File: src/rtl/add_3.sv
// add_3: final adder of the quadratic evaluator, y = A + Bx + Cx^2.
// Two-stage elastic pipeline: S1 holds the exact 26-bit sum of three Q2.22
// terms; S2 holds the Q2.18 result after rounding (and optional clamping).
// Build option: define QUADRA_SAT_EN to clamp out-of-range results to the
// Q2.18 limits and count clamped results in sat_cnt; without it the result
// wraps and sat_flag/sat_cnt read zero.
module add_3 #(
    parameter int CNT_W = 16
) (
    input  logic             clk,
    input  logic             rst,
    input  logic [23:0]      t0_fxd,
    input  logic [23:0]      t1_fxd,
    input  logic [23:0]      t2_fxd,
    input  logic             in_valid,
    output logic             in_ready,
    output logic [19:0]      y_fxd,
    output logic             out_valid,
    input  logic             out_ready,
    output logic             sat_flag,
    output logic [CNT_W-1:0] sat_cnt
);

    // Round half up from Q.22 to Q.18: add half an output LSB, shift arithmetically.
    function automatic logic signed [21:0] round_q18(input logic signed [25:0] sum);
        return 22'((sum + 26'sd8) >>> 4);
    endfunction

`ifdef QUADRA_SAT_EN
    localparam logic signed [21:0] MAX_Q18 = 22'sd524287;
    localparam logic signed [21:0] MIN_Q18 = -22'sd524288;

    // Clamp to the 20-bit Q2.18 range; returns {clamped, value}.
    function automatic logic [20:0] clamp_q18(input logic signed [21:0] r);
        if (r > MAX_Q18)
            return {1'b1, 20'h7FFFF};
        else if (r < MIN_Q18)
            return {1'b1, 20'h80000};
        else
            return {1'b0, r[19:0]};
    endfunction
`endif

    logic                    s1_valid_q;
    logic                    s2_valid_q;
    logic signed [25:0]      s1_sum_q;
    logic signed [25:0]      s1_sum_d;
    logic [19:0]             y_q;
    logic [19:0]             y_d;
    logic                    sat_q;
    logic                    sat_d;
    logic                    s1_advance;
    logic                    in_fire;
    logic                    s2_load;

    assign s1_advance = !s2_valid_q || out_ready;
    assign in_ready   = !s1_valid_q || s1_advance;
    assign in_fire    = in_valid && in_ready;
    assign s2_load    = s1_valid_q && s1_advance;

    // Next-state data: exact sign-extended sum into S1, rounded result into S2.
    always_comb begin
        s1_sum_d = $signed({{2{t0_fxd[23]}}, t0_fxd})
                 + $signed({{2{t1_fxd[23]}}, t1_fxd})
                 + $signed({{2{t2_fxd[23]}}, t2_fxd});
`ifdef QUADRA_SAT_EN
        {sat_d, y_d} = clamp_q18(round_q18(s1_sum_q));
`else
        sat_d = 1'b0;
        y_d   = 20'(round_q18(s1_sum_q));
`endif
    end

    // S1 data register: loads only on an accepted input, no reset needed.
    always_ff @(posedge clk) begin
        if (in_fire)
            s1_sum_q <= s1_sum_d;
    end

    // Stage valids and the visible result; reset flushes everything in flight.
    always_ff @(posedge clk) begin
        if (rst) begin
            s1_valid_q <= 1'b0;
            s2_valid_q <= 1'b0;
            y_q        <= '0;
            sat_q      <= 1'b0;
        end else begin
            if (in_fire)
                s1_valid_q <= 1'b1;
            else if (s2_load)
                s1_valid_q <= 1'b0;

            if (s2_load) begin
                s2_valid_q <= 1'b1;
                y_q        <= y_d;
                sat_q      <= sat_d;
            end else if (out_ready) begin
                s2_valid_q <= 1'b0;
            end
        end
    end

`ifdef QUADRA_SAT_EN
    logic [CNT_W-1:0] sat_cnt_q;

    // Count clamped results as they are delivered; stick at all-ones.
    always_ff @(posedge clk) begin
        if (rst)
            sat_cnt_q <= '0;
        else if (s2_valid_q && out_ready && sat_q && (sat_cnt_q != '1))
            sat_cnt_q <= sat_cnt_q + CNT_W'(1);
    end

    assign sat_cnt  = sat_cnt_q;
    assign sat_flag = sat_q;
`else
    assign sat_cnt  = '0;
    assign sat_flag = sat_q;
`endif

    assign y_fxd     = y_q;
    assign out_valid = s2_valid_q;

endmodule

File: config.mk
export PLATFORM = sky130hd
export DESIGN_NAME = add_3
export DESIGN_NICKNAME = d
export VERILOG_FILES = /design/src/rtl/add_3.sv
export SDC_FILE = /design/constraint.sdc
export NUM_CORES = 1
export LEC_CHECK = 0
export BUFFER_PORTS_ARGS = -buffer_cell sky130_fd_sc_hd__buf_4
export CAP_MARGIN = 5
export CORE_MARGIN = 3
export CORE_UTILIZATION = 51
export DETAILED_ROUTE_END_ITERATION = 16
export PLACE_DENSITY = 0.81
export SLEW_MARGIN = 20
export SYNTH_ARGS = -nofsm -noshare
export SYNTH_HDL_FRONTEND = slang
export SYNTH_SLANG_ARGS = --single-unit
File: constraint.sdc
create_clock -name clk -period 4.4 [get_ports clk]
set_input_delay 1.32 -clock clk [delete_from_list [all_inputs] [get_ports clk]]
set_output_delay 1.32 -clock clk [all_outputs]
set_load 0.02 [all_outputs]
# --- After elaboration in Yosys (flattened, before gate mapping) ---
# Cells that the tools add are included.
totals:
  out_inout_bits: 39
  reg_bits: 46
  inputBits: 76
  elab_cells: 19
op_classes:
  muxes: 4
  n_reduce_logical: 8
  addsub: 3
op_table:
  columns: ["op", "count"]
  rows:
  - ["$add 24x24->24", 2]
  - ["$add 24x5->24 const B", 1]
  - ["$mux 1", 4]
  - ["$reduce_bool 2->1", 2]
  - ["$logic_and 1x1->1", 2]
  - ["$logic_not 1->1", 2]
  - ["$logic_or 1x1->1", 2]

# --- Logic depth before layout (Yosys ltp) ---
# Gate-level depths: netlist of run 1.
depth:
  depth_word: 5
  depth_mapped: 11
  mapped_depth_nobuf: 11

# --- Least setup slack after synthesis of run 1 ---
# No wires, ideal clock.
synth_path:
  path_type: "input to register"
  from: "input port t0_fxd[4]"
  to: "register s1_sum_q[14] (data pin)"
  setup_time_ns: 0.260
  cell_stages: 9
  required_ns: 4.140
  path_buffers: 0
  setup_slack_ns: 0.622
  arrival_ns: 3.518
  cell_sequence: "fa_1 > ha_1 > a21oi_1 > nand2_1 > o21a_2 > a41oi_4 > o21bai_2 > a221o_1 > xor2_1"
synth_between:
  elab_chain_len: 2
synth_lines:
  columns: ["item", "line_no", "rtl"]
  rows:
  - ["from (decl)", "12", "input logic [23:0] t0_fxd,"]
  - ["$add 24x24->24", "64", "+ $signed({{2{t1_fxd[23]}}, t1_fxd})"]
  - ["$add 24x24->24", "65", "+ $signed({{2{t2_fxd[23]}}, t2_fxd});"]
  - ["named net s1_sum_d[14]", "47", "logic signed [25:0] s1_sum_d;"]
  - ["to (signal assigned)", "77", "s1_sum_q <= s1_sum_d;"]
  - ["to (decl)", "46", "logic signed [25:0] s1_sum_q;"]
# The timed path passes the listed nets, and every way through them passes these cells.
# A chain may end at the register's enable or synchronous reset.

# --- Worst setup path in the final report of run 1 ---
# Ends and elaborated chain as after synthesis.

==> results by group, run 1 <==
Yosys
  – Synth top area share: 0.188
  – Post-Syn Instances: 333
  – Seq/Total Area, Yosys: 0.320
  – Unique masters post-synth: 50
  – Synth Flop Type: dfxtp_1
  – Post-Syn Area: between 3000 and 4000 um^2
  – EDFF count, synth: 21
  – Top cell type by total area after synthesis: edfxtp_1
  – Largest family of logic cells by synthesized area: adder cells
  – Synth warn: 0
  – Top-count cell post-synth: nor2_1
  – Xor/xnor share of the synthesized area: 0.0968
  – Flops & latches, synth: 43
  – Synth Area in Compound Gates: 0.160
  – Post-synth top cells: nor2_1, ha_1, dfxtp_1, fa_1, nand2_1
  – Adder-Cell Fraction of Synth Area: 0.217
  – Post-Synth Simple-Gate Area: 0.142
  – Mux cell area share after synthesis: 0.00299
  – Mapped Avg Cell Area: between 10 and 15 um^2
  – Largest cells by area after synthesis: edfxtp_1, dfxtp_1, fa_1, ha_1, xnor2_1
  – Async set-or-reset flop fraction in the synthesized netlist: 0

Finish
  – Final core utilization: 0.678
  – Share of layout cells above drive strength 1: 0.271
  – Fin cells: 503
  – Layout area overhead: 24.2%
  – Final instance area: between 4000 and 5000 um^2
  – Final net count: 548
  – Antenna diode count: 0

Timing
  – Transition time of the tightest slew-check pin: 0.860 ns
  – Max-slew violations: 0
  – Clk_skew: about 0.0063 ns
  – Worst hold slack: 0.500 ns
  – Final Hold Viols: 0
  – Tmin final: 3.71 ns
  – Fmax: approximately 270 MHz
  – Share of the clock period used by the worst path: 0.844
  – Normalized max-slew margin: 0.426
  – Setup TNS: 0 ns
  – Final Setup Violations: 0
  – RSZ-0062 raised after global routing: false
  – PnR worst setup slack: 0.688 ns

Critical path
  – R2R setup slack: 2.47 ns
  – Buf+Inv Stages, Crit Path: 1
  – Worst EP required: ~4.4 ns
  – Slowest-stage cell, CP: fa_1
  – FF-to-FF Start: s1_sum_q[3]$_DFFE_PP_
  – Arr. time, crit path: 3.74 ns
  – Critical Path Start Type: primary input
  – CP startpoint: t0_fxd[4]
  – CP max stage delay: between 0.4 and 0.5 ns
  – Critical Path, Cell by Cell: buf_4 > fa_1 > ha_1 > a21oi_1 > nand2_1 > o21a_2 > a41oi_4 > o21bai_2 > a221o_1 > xor2_1
  – WS Path Type: primary input to flip-flop
  – Cell family with most CP delay: compound AO/OA/AOI/OAI gates
  – Reg-to-reg critical path endpoint: y_fxd[17]$_SDFFE_PP0P_
  – CP max FO: 6
  – Critical path capture point type: flip-flop
  – Worst reg2reg path depth: 7

Detailed routing
  – DRT antenna net count: 0
  – DRC Markers: 0
  – Wirelength per Cell: roughly 13 um
  – Starting DRT DRC Count: 41
  – Vias: 2666
  – Total Wirelength: between 6 and 7 mm
  – Vias/cell: 5.30
  – 1st-pass router iterations: 4

Die
  – Rows: 28
  – Die area: about 7600 um^2
  – Core Area: 6130 um^2
  – Top Ports: about 120
  – Die height: between 80 and 90 um
  – Starting Density: 0.546
  – Die width: 87.0 um

Clock tree
  – Post-CTS setup buffer count: 0
  – CTS tree: yes
  – Clock sinks: 43
  – Root Buffer: clkbuf_8
  – Clock transition at the registers of the reported paths: approximately 0.070 ns
  – Post-CTS Resized: 0
  – CTS H-tree depth: 2
  – Hold buffer count at CTS: 0
  – Clock buffer depth: 2
  – TritonCTS Buffers: 5
  – Clock insertion delay at the later pin of the skew report: between 0.2 and 0.3 ns

Place
  – Area after DPL: around 4100 um^2
  – Dpl hpwl: 5.77 mm
  – Placed cell count: 495
  – Gpl congestion: 0.758
  – Pre-CTS setup slack: roughly 0.38 ns
  – Port Buf Inserts: 97

GRT
  – First-pass GRT wire length: ~11 mm
  – Gr ovfl total: 0
  – Largest net degree at the start of global routing: 40
  – Vias in the first global route: 2602
  – Initial antenna violation count: 0
  – GRT Total Usage: 0.182

Min path
  – Hold endpoint: y_fxd[7]$_SDFFE_PP0P_
  – Hold Path Class: flip-flop to flip-flop
  – HP Start: y_fxd[7]$_SDFFE_PP0P_
  – Hold path depth: 2

Power and ir drop
  – Peak supply drop: between 0.2 and 0.3 mV
  – Power per cell area: 349 nW/um^2
  – PnR Total Power: about 1.4 mW
  – Leak: 1.74 nW

Status
  – Status: finished, final reports clean

Flow run
  – # Max-Cap Violations: 0
state kept, by name (all words and copies together) (netlist names):
name	cells
s1_valid_q	1
s1_sum_q	21
out_valid	1
y_fxd	20
cell type report:
type / instances / area (um^2)
clock buffers: 6 / 72.6
clock inverters: 2 / 12.5
fillers: 496 / 1970
inverters: 9 / 33.8
multi-input cells: 270 / 2140
flip-flops and latches: 43 / 1070
well taps: 75 / 93.8
repair buffers: 98 / 736
tightest hold or removal path, delay by kind of cell (launching register included):
family / cells / cell delay [ns]
AOI/OAI and AO/OA: 1 / 0.05
and+or+nand+nor: 1 / 0.09
DFF: 1 / 0.31
placed cells by master, fill, tap and decap left out, types with 16 or more instances in the layout:
| cell | instances |
|---|---|
| xnor2_1 | 21 |
| nor2_1 | 38 |
| conb_1 | 17 |
| ha_1 | 23 |
| xor2_1 | 16 |
| a21oi_1 | 17 |
| edfxtp_1 | 21 |
| a211oi_1 | 17 |
| dfxtp_1 | 22 |
| nand2_1 | 22 |
| buf_4 | 98 |
| fa_1 | 22 |
report_power, final:
group | switching [mW] | total, mW | internal [mW]
combinational | 0.343 | 0.635 | 0.292
clock | 0.122 | 0.233 | 0.110
sequential | 0.0580 | 0.582 | 0.524
routing by layer:
layer | global-route usage | routed length (um) | vias up
met5 | 0 | 0 | -
met4 | 0.0467 | 64 | 0
met3 | 0.0293 | 383 | 5
met2 | 0.324 | 3410 | 82
met1 | 0.229 | 2830 | 1240
li1 | - | - | 1339
kinds of logic after synthesis:
| group | after synthesis |
|---|---|
| buffers and inverters | 36 |
| AOI/OAI and AO/OA | 69 |
| DFF | 43 |
| muxes | 1 |
| xor gates and xnor gates | 37 |
| and+or+nand+nor | 101 |
| adders and majority gates | 45 |
| other | 1 |
worst max-delay path by stage:
stage / end / slack (ns) / cells after the start
global placement: s1_sum_q[14]$_DFFE_PP_ / 0.43 / 10
finish: s1_sum_q[14]$_DFFE_PP_ / 0.69 / 10
global route: s1_sum_q[23]$_DFFE_PP_ / 0.55 / 10
floorplan: s1_sum_q[14]$_DFFE_PP_ / 0.62 / 9
CTS: s1_sum_q[14]$_DFFE_PP_ / 0.69 / 10
detailed placement: s1_sum_q[14]$_DFFE_PP_ / 0.38 / 10
No activity file was read; power rests on OpenSTA's default activity.
==> inputs of run 2 (changes only) <==
--- a/config.mk
+++ b/config.mk
@@ -5,12 +5,13 @@
 export SDC_FILE = /design/constraint.sdc
 export NUM_CORES = 1
 export LEC_CHECK = 0
+export ABC_AREA = 1
 export BUFFER_PORTS_ARGS = -buffer_cell sky130_fd_sc_hd__buf_4
 export CAP_MARGIN = 5
 export CORE_MARGIN = 3
-export CORE_UTILIZATION = 51
+export CORE_UTILIZATION = 53
 export DETAILED_ROUTE_END_ITERATION = 16
-export PLACE_DENSITY = 0.81
+export PLACE_DENSITY = 0.82
 export SLEW_MARGIN = 20
 export SYNTH_ARGS = -nofsm -noshare
 export SYNTH_HDL_FRONTEND = slang
==> constraint.sdc (replaced) <==
create_clock -name clk -period 3.45 [get_ports clk]
set_input_delay 1.035 -clock clk [delete_from_list [all_inputs] [get_ports clk]]
set_output_delay 1.035 -clock clk [all_outputs]
set_load 0.02 [all_outputs]
==> results by group, run 2 <==
Status
  – Status: finished, final reports clean

Clock tree
  – Post-CTS Resized: 0
  – Clock transition at the registers of the reported paths: 0.07 ns
  – Clock sinks: 43
  – CTS H-tree depth: 2
  – CTS tree: yes
  – Root Buffer: clkbuf_8
  – TritonCTS Buffers: 5
  – Clock insertion delay at the later pin of the skew report: 0.30 ns
  – Post-CTS setup buffer count: 0
  – Hold buffer count at CTS: 0
  – Clock buffer depth: 2

Yosys
  – Async set-or-reset flop fraction in the synthesized netlist: 0
  – Flops & latches, synth: 43
  – EDFF count, synth: 21
  – Largest family of logic cells by synthesized area: simple AND/OR/NAND/NOR gates
  – Synth Area in Compound Gates: 0.103
  – Top cell type by total area after synthesis: edfxtp_1
  – Mux cell area share after synthesis: 0
  – Adder-Cell Fraction of Synth Area: 0.186
  – Post-Syn Area: 3910 um^2
  – Xor/xnor share of the synthesized area: 0.0560
  – Unique masters post-synth: 37
  – Seq/Total Area, Yosys: 0.274
  – Largest cells by area after synthesis: edfxtp_1, dfxtp_1, fa_1, nand2_1, ha_1
  – Synth warn: 0
  – Synth top area share: 0.161
  – Post-Synth Simple-Gate Area: 0.276
  – Post-Syn Instances: 516
  – Top-count cell post-synth: nand2_1
  – Mapped Avg Cell Area: between 7 and 8 um^2
  – Synth Flop Type: dfxtp_1
  – Post-synth top cells: nand2_1, inv_1, nor2_1

Min path
  – Hold Path Class: flip-flop to flip-flop

Critical path
  – Critical Path Start Type: primary input
  – Critical Path, Cell by Cell: buf_4 > fa_1 > ha_1 > a21oi_1 > o21ai_1 > a21oi_1 > o21ai_0 > xor2_1
  – CP max stage delay: 0.47 ns
  – WS Path Type: primary input to flip-flop
  – Slowest-stage cell, CP: fa_1
  – CP max FO: 4
  – CP dominant cell by count: a21oi_1
  – R2R setup slack: 1.56 ns
  – Worst EP required: around 3.5 ns
  – Arr. time, crit path: around 3.0 ns
  – Critical path capture point type: flip-flop

Timing
  – Fmax: around 330 MHz
  – Clk_skew: approximately 0.0070 ns
  – Normalized max-slew margin: 0.383
  – Max-slew violations: 0
  – Setup TNS: 0 ns
  – Final Hold Viols: 0
  – RSZ-0062 raised after global routing: false
  – Tmin final: between 2 and 3 ns
  – Share of the clock period used by the worst path: 0.868
  – Final Setup Violations: 0
  – Transition time of the tightest slew-check pin: between 0.9 and 1 ns

Finish
  – Top reg by flops: s1_sum_q
  – Fill cells: ~640
  – Final core utilization: 0.682
  – Commonest non-fill, non-tap cells in the layout: nand2_1, buf_4, inv_1
  – Max FFs per register: 21
  – Layout area overhead: 21.7%
  – Share of layout cells above drive strength 1: 0.199
  – Most common cell after layout, fill and taps aside: nand2_1
  – Final net count: 737
  – Antenna diode count: 0

Detailed routing
  – DRT antenna net count: 0
  – Vias: around 3600
  – Starting DRT DRC Count: approximately 170
  – DRC Markers: 0
  – Wirelength per Cell: between 10 and 15 um
  – Total Wirelength: about 10 mm
  – Vias/cell: ~5.1
  – 1st-pass router iterations: 4

GRT
  – Initial antenna violation count: 0
  – Vias in the first global route: approximately 3700
  – Gr ovfl total: 0
  – First-pass GRT wire length: around 16 mm
  – GRT Total Usage: 0.239
  – Largest net degree at the start of global routing: 34

Power and ir drop
  – Peak supply drop: roughly 0.15 mV
  – Leak: about 2.4 nW
  – Power per cell area: between 400 and 500 nW/um^2

Die
  – Die height: 91.9 um
  – Die area: approximately 8400 um^2
  – Top Ports: ~120
  – Die width: around 90 um
  – Starting Density: 0.560
  – Rows: 30
  – Core Area: between 6000 and 7000 um^2

Place
  – Dpl hpwl: 8.56 mm
  – Gpl congestion: roughly 0.91
  – Port Buf Inserts: just under 100

Flow run
  – # Max-Cap Violations: 0
## run 2: final cells by class
type                    count  area (um^2)  share of cell area
multi-input cells         399         2490               0.524
flip-flops and latches     43         1070               0.225
repair buffers             98          736               0.155
inverters                  69          259              0.0544
well taps                  96          120              0.0252
clock buffers               8         80.1              0.0168
## run 2: cell families after synthesis
| family | after synthesis |
|---|---|
| fa+ha+maj | 45 |
| simple gates | 238 |
| buf+inv | 90 |
| flops | 43 |
| xor+xnor | 25 |
| compound gates | 74 |
| other cells | 1 |
## run 2: worst paths after layout
check,endpoint,from,cells past startpoint
worst min register to register,y_fxd[0]$_SDFFE_PP0P_,y_fxd[0]$_SDFFE_PP0P_,2
worst min-delay path,y_fxd[0]$_SDFFE_PP0P_,y_fxd[0]$_SDFFE_PP0P_,2
worst max register to register,y_fxd[7]$_SDFFE_PP0P_,out_valid$_SDFFE_PP0P_,6
worst max-delay path,s1_sum_q[15]$_DFFE_PP_,t0_fxd[6],8
## run 2: worst max-delay path: cells and delay by family
family	cells	cell delay [ns]
AO/OA/AOI/OAI	4	0.85
adder cells (fa/ha/maj)	2	0.85
XOR/XNOR	1	0.18
buffers and inverters	1	0.11
## run 2: per-layer routing
| layer | vias up | track usage | part of all wire |
|---|---|---|---|
| met5 | - | 0 | 0 |
| met4 | 0 | 0.0718 | 0.027 |
| met3 | 19 | 0.0295 | 0.051 |
| met2 | 112 | 0.454 | 0.52 |
| met1 | 1662 | 0.279 | 0.40 |
| li1 | 1849 | - | - |
## run 2: through the flow
stage	hold WS, ns	cells	power [mW]	cell area, um^2	worst slack (ns)
2_1_floorplan	0.515	532	1.41	3970	0.571
3_3_place_gp	0.470	705	1.69	4680	0.146
3_5_place_dp	0.480	705	1.72	4680	0.160
4_1_cts	0.496	713	2.01	4760	0.456
5_1_grt	0.538	713	2.18	4760	0.316
6_report	0.487	713	2.01	4760	0.454
## run 2: report_power, final
group	switching (mW)	internal, mW
sequential	0.0783	0.661
clock	0.155	0.144
combinational	0.603	0.374
total	0.836	1.18
==> inputs of run 3 (changes only) <==
--- a/config.mk
+++ b/config.mk
@@ -8,9 +8,11 @@
 export ABC_AREA = 1
 export BUFFER_PORTS_ARGS = -buffer_cell sky130_fd_sc_hd__buf_4
 export CAP_MARGIN = 5
+export CORE_ASPECT_RATIO = 1.1
 export CORE_MARGIN = 3
 export CORE_UTILIZATION = 53
 export DETAILED_ROUTE_END_ITERATION = 16
+export HOLD_SLACK_MARGIN = 0.12
 export PLACE_DENSITY = 0.82
 export SLEW_MARGIN = 20
 export SYNTH_ARGS = -nofsm -noshare
==> results by group, run 3 (synthesis results as in run 2) <==
Timing
  – Setup TNS: 0 ns
  – RSZ-0062 raised after global routing: false
  – Worst hold slack: approximately 0.48 ns
  – Normalized max-slew margin: 0.396
  – Fmax: approximately 330 MHz
  – Final Setup Violations: 0
  – Final Hold Viols: 0
  – Share of the clock period used by the worst path: 0.884
  – Tmin final: 3.05 ns
  – PnR worst setup slack: between 0.4 and 0.5 ns
  – Clk_skew: between 0.008 and 0.009 ns
  – Max-slew violations: 0
  – Transition time of the tightest slew-check pin: 0.905 ns

GRT
  – GRT Total Usage: 0.216
  – Gr ovfl total: 0
  – Initial antenna violation count: 0
  – First-pass GRT wire length: about 15 mm
  – Vias in the first global route: roughly 3400
  – Largest net degree at the start of global routing: 34

Detailed routing
  – DRT antenna net count: 0
  – Vias: about 3600
  – Starting DRT DRC Count: ~120
  – DRC Markers: 0
  – Total Wirelength: approximately 9.1 mm
  – Vias/cell: around 5
  – Wirelength per Cell: roughly 13 um
  – 1st-pass router iterations: 4

Clock tree
  – Clock sinks: 43
  – CTS tree: yes
  – TritonCTS Buffers: 5
  – Post-CTS setup buffer count: 0
  – Hold buffer count at CTS: 0
  – Clock transition at the registers of the reported paths: 0.07 ns
  – Clock insertion delay at the later pin of the skew report: between 0.2 and 0.3 ns
  – CTS H-tree depth: 2
  – Root Buffer: clkbuf_8
  – Clock buffer depth: 2
  – Post-CTS Resized: 0

Finish
  – Final instance area: approximately 4700 um^2
  – Final net count: approximately 740
  – Layout area overhead: 21.2%
  – Share of layout cells above drive strength 1: 0.200
  – Fin cells: about 700
  – Max FFs per register: 21
  – Final core utilization: 0.669
  – Top reg by flops: s1_sum_q
  – Antenna diode count: 0
  – Most common cell after layout, fill and taps aside: nand2_1
  – Commonest non-fill, non-tap cells in the layout: nand2_1, buf_4, inv_1

Die
  – Die area: 8450 um^2
  – Die height: 96.1 um
  – Rows: 32
  – Core Area: slightly above 7000 um^2
  – Top Ports: between 100 and 150
  – Die width: 87.9 um
  – Starting Density: 0.552

Min path
  – Hold Path Class: flip-flop to flip-flop

Place
  – Dpl hpwl: around 8 mm
  – Area after DPL: around 4700 um^2
  – Port Buf Inserts: 97
  – Gpl congestion: approximately 0.93
  – Placed cell count: approximately 690
  – Pre-CTS setup slack: between 0.1 and 0.15 ns

Critical path
  – WS Path Type: primary input to flip-flop
  – Arr. time, crit path: 3.08 ns
  – Critical Path Start Type: primary input
  – Critical path capture point type: flip-flop
  – CP max FO: 4
  – Worst EP required: 3.48 ns

Flow run
  – # Max-Cap Violations: 0

Power and ir drop
  – Peak supply drop: 0.159 mV
  – Power per cell area: between 400 and 500 nW/um^2
  – Leak: 2.37 nW
  – PnR Total Power: 1.98 mW

Status
  – Status: finished, final reports clean
==> run 3: cell count changes in the layout (fill, tap and decap cells not counted) <==
cell / change
buf_4: -1
clkbuf_1: -1
clkinv_2: +1
==> run 3: report_power, final <==
part	internal (mW)	switching [mW]	total [mW]
clock	0.142	0.155	0.297
combinational	0.369	0.581	0.950
sequential	0.661	0.0731	0.734
total	1.17	0.809	1.98
==> run 3: metal layers <==
layer / share of wire / GRT usage
met1: 0.40 / 0.245
met2: 0.53 / 0.409
met3: 0.044 / 0.0265
met4: 0.028 / 0.0780
met5: 0 / 0
==> run 3: cell type report <==
class                      count  area (um^2)
clock buffer                   7         76.3
clock inverter                 1         5.00
fill                         647         2350
inverter                      69          259
multi-input combinational    399         2490
sequential                    43         1070
tap                           85          106
timing repair buffer          97          728
==> run 3: final timing paths <==
| check | cells past startpoint | from | slack (ns) | end |
|---|---|---|---|---|
| setup / recovery | 8 | t0_fxd[6] | 0.40 | s1_sum_q[15]$_DFFE_PP_ |
| hold / removal | 2 | y_fxd[0]$_SDFFE_PP0P_ | 0.48 | y_fxd[0]$_SDFFE_PP0P_ |
| setup reg to reg | 6 | out_valid$_SDFFE_PP0P_ | 1.61 | y_fxd[7]$_SDFFE_PP0P_ |
| hold reg to reg | 2 | y_fxd[0]$_SDFFE_PP0P_ | 0.48 | y_fxd[0]$_SDFFE_PP0P_ |
==> run 3: worst max-delay path: stages <==
cell,delay (ns)
buf_4,0.11
fa_1,0.47
ha_1,0.37
a21oi_1,0.25
o21ai_1,0.14
a21oi_1,0.35
o21ai_0,0.18
xor2_1,0.17
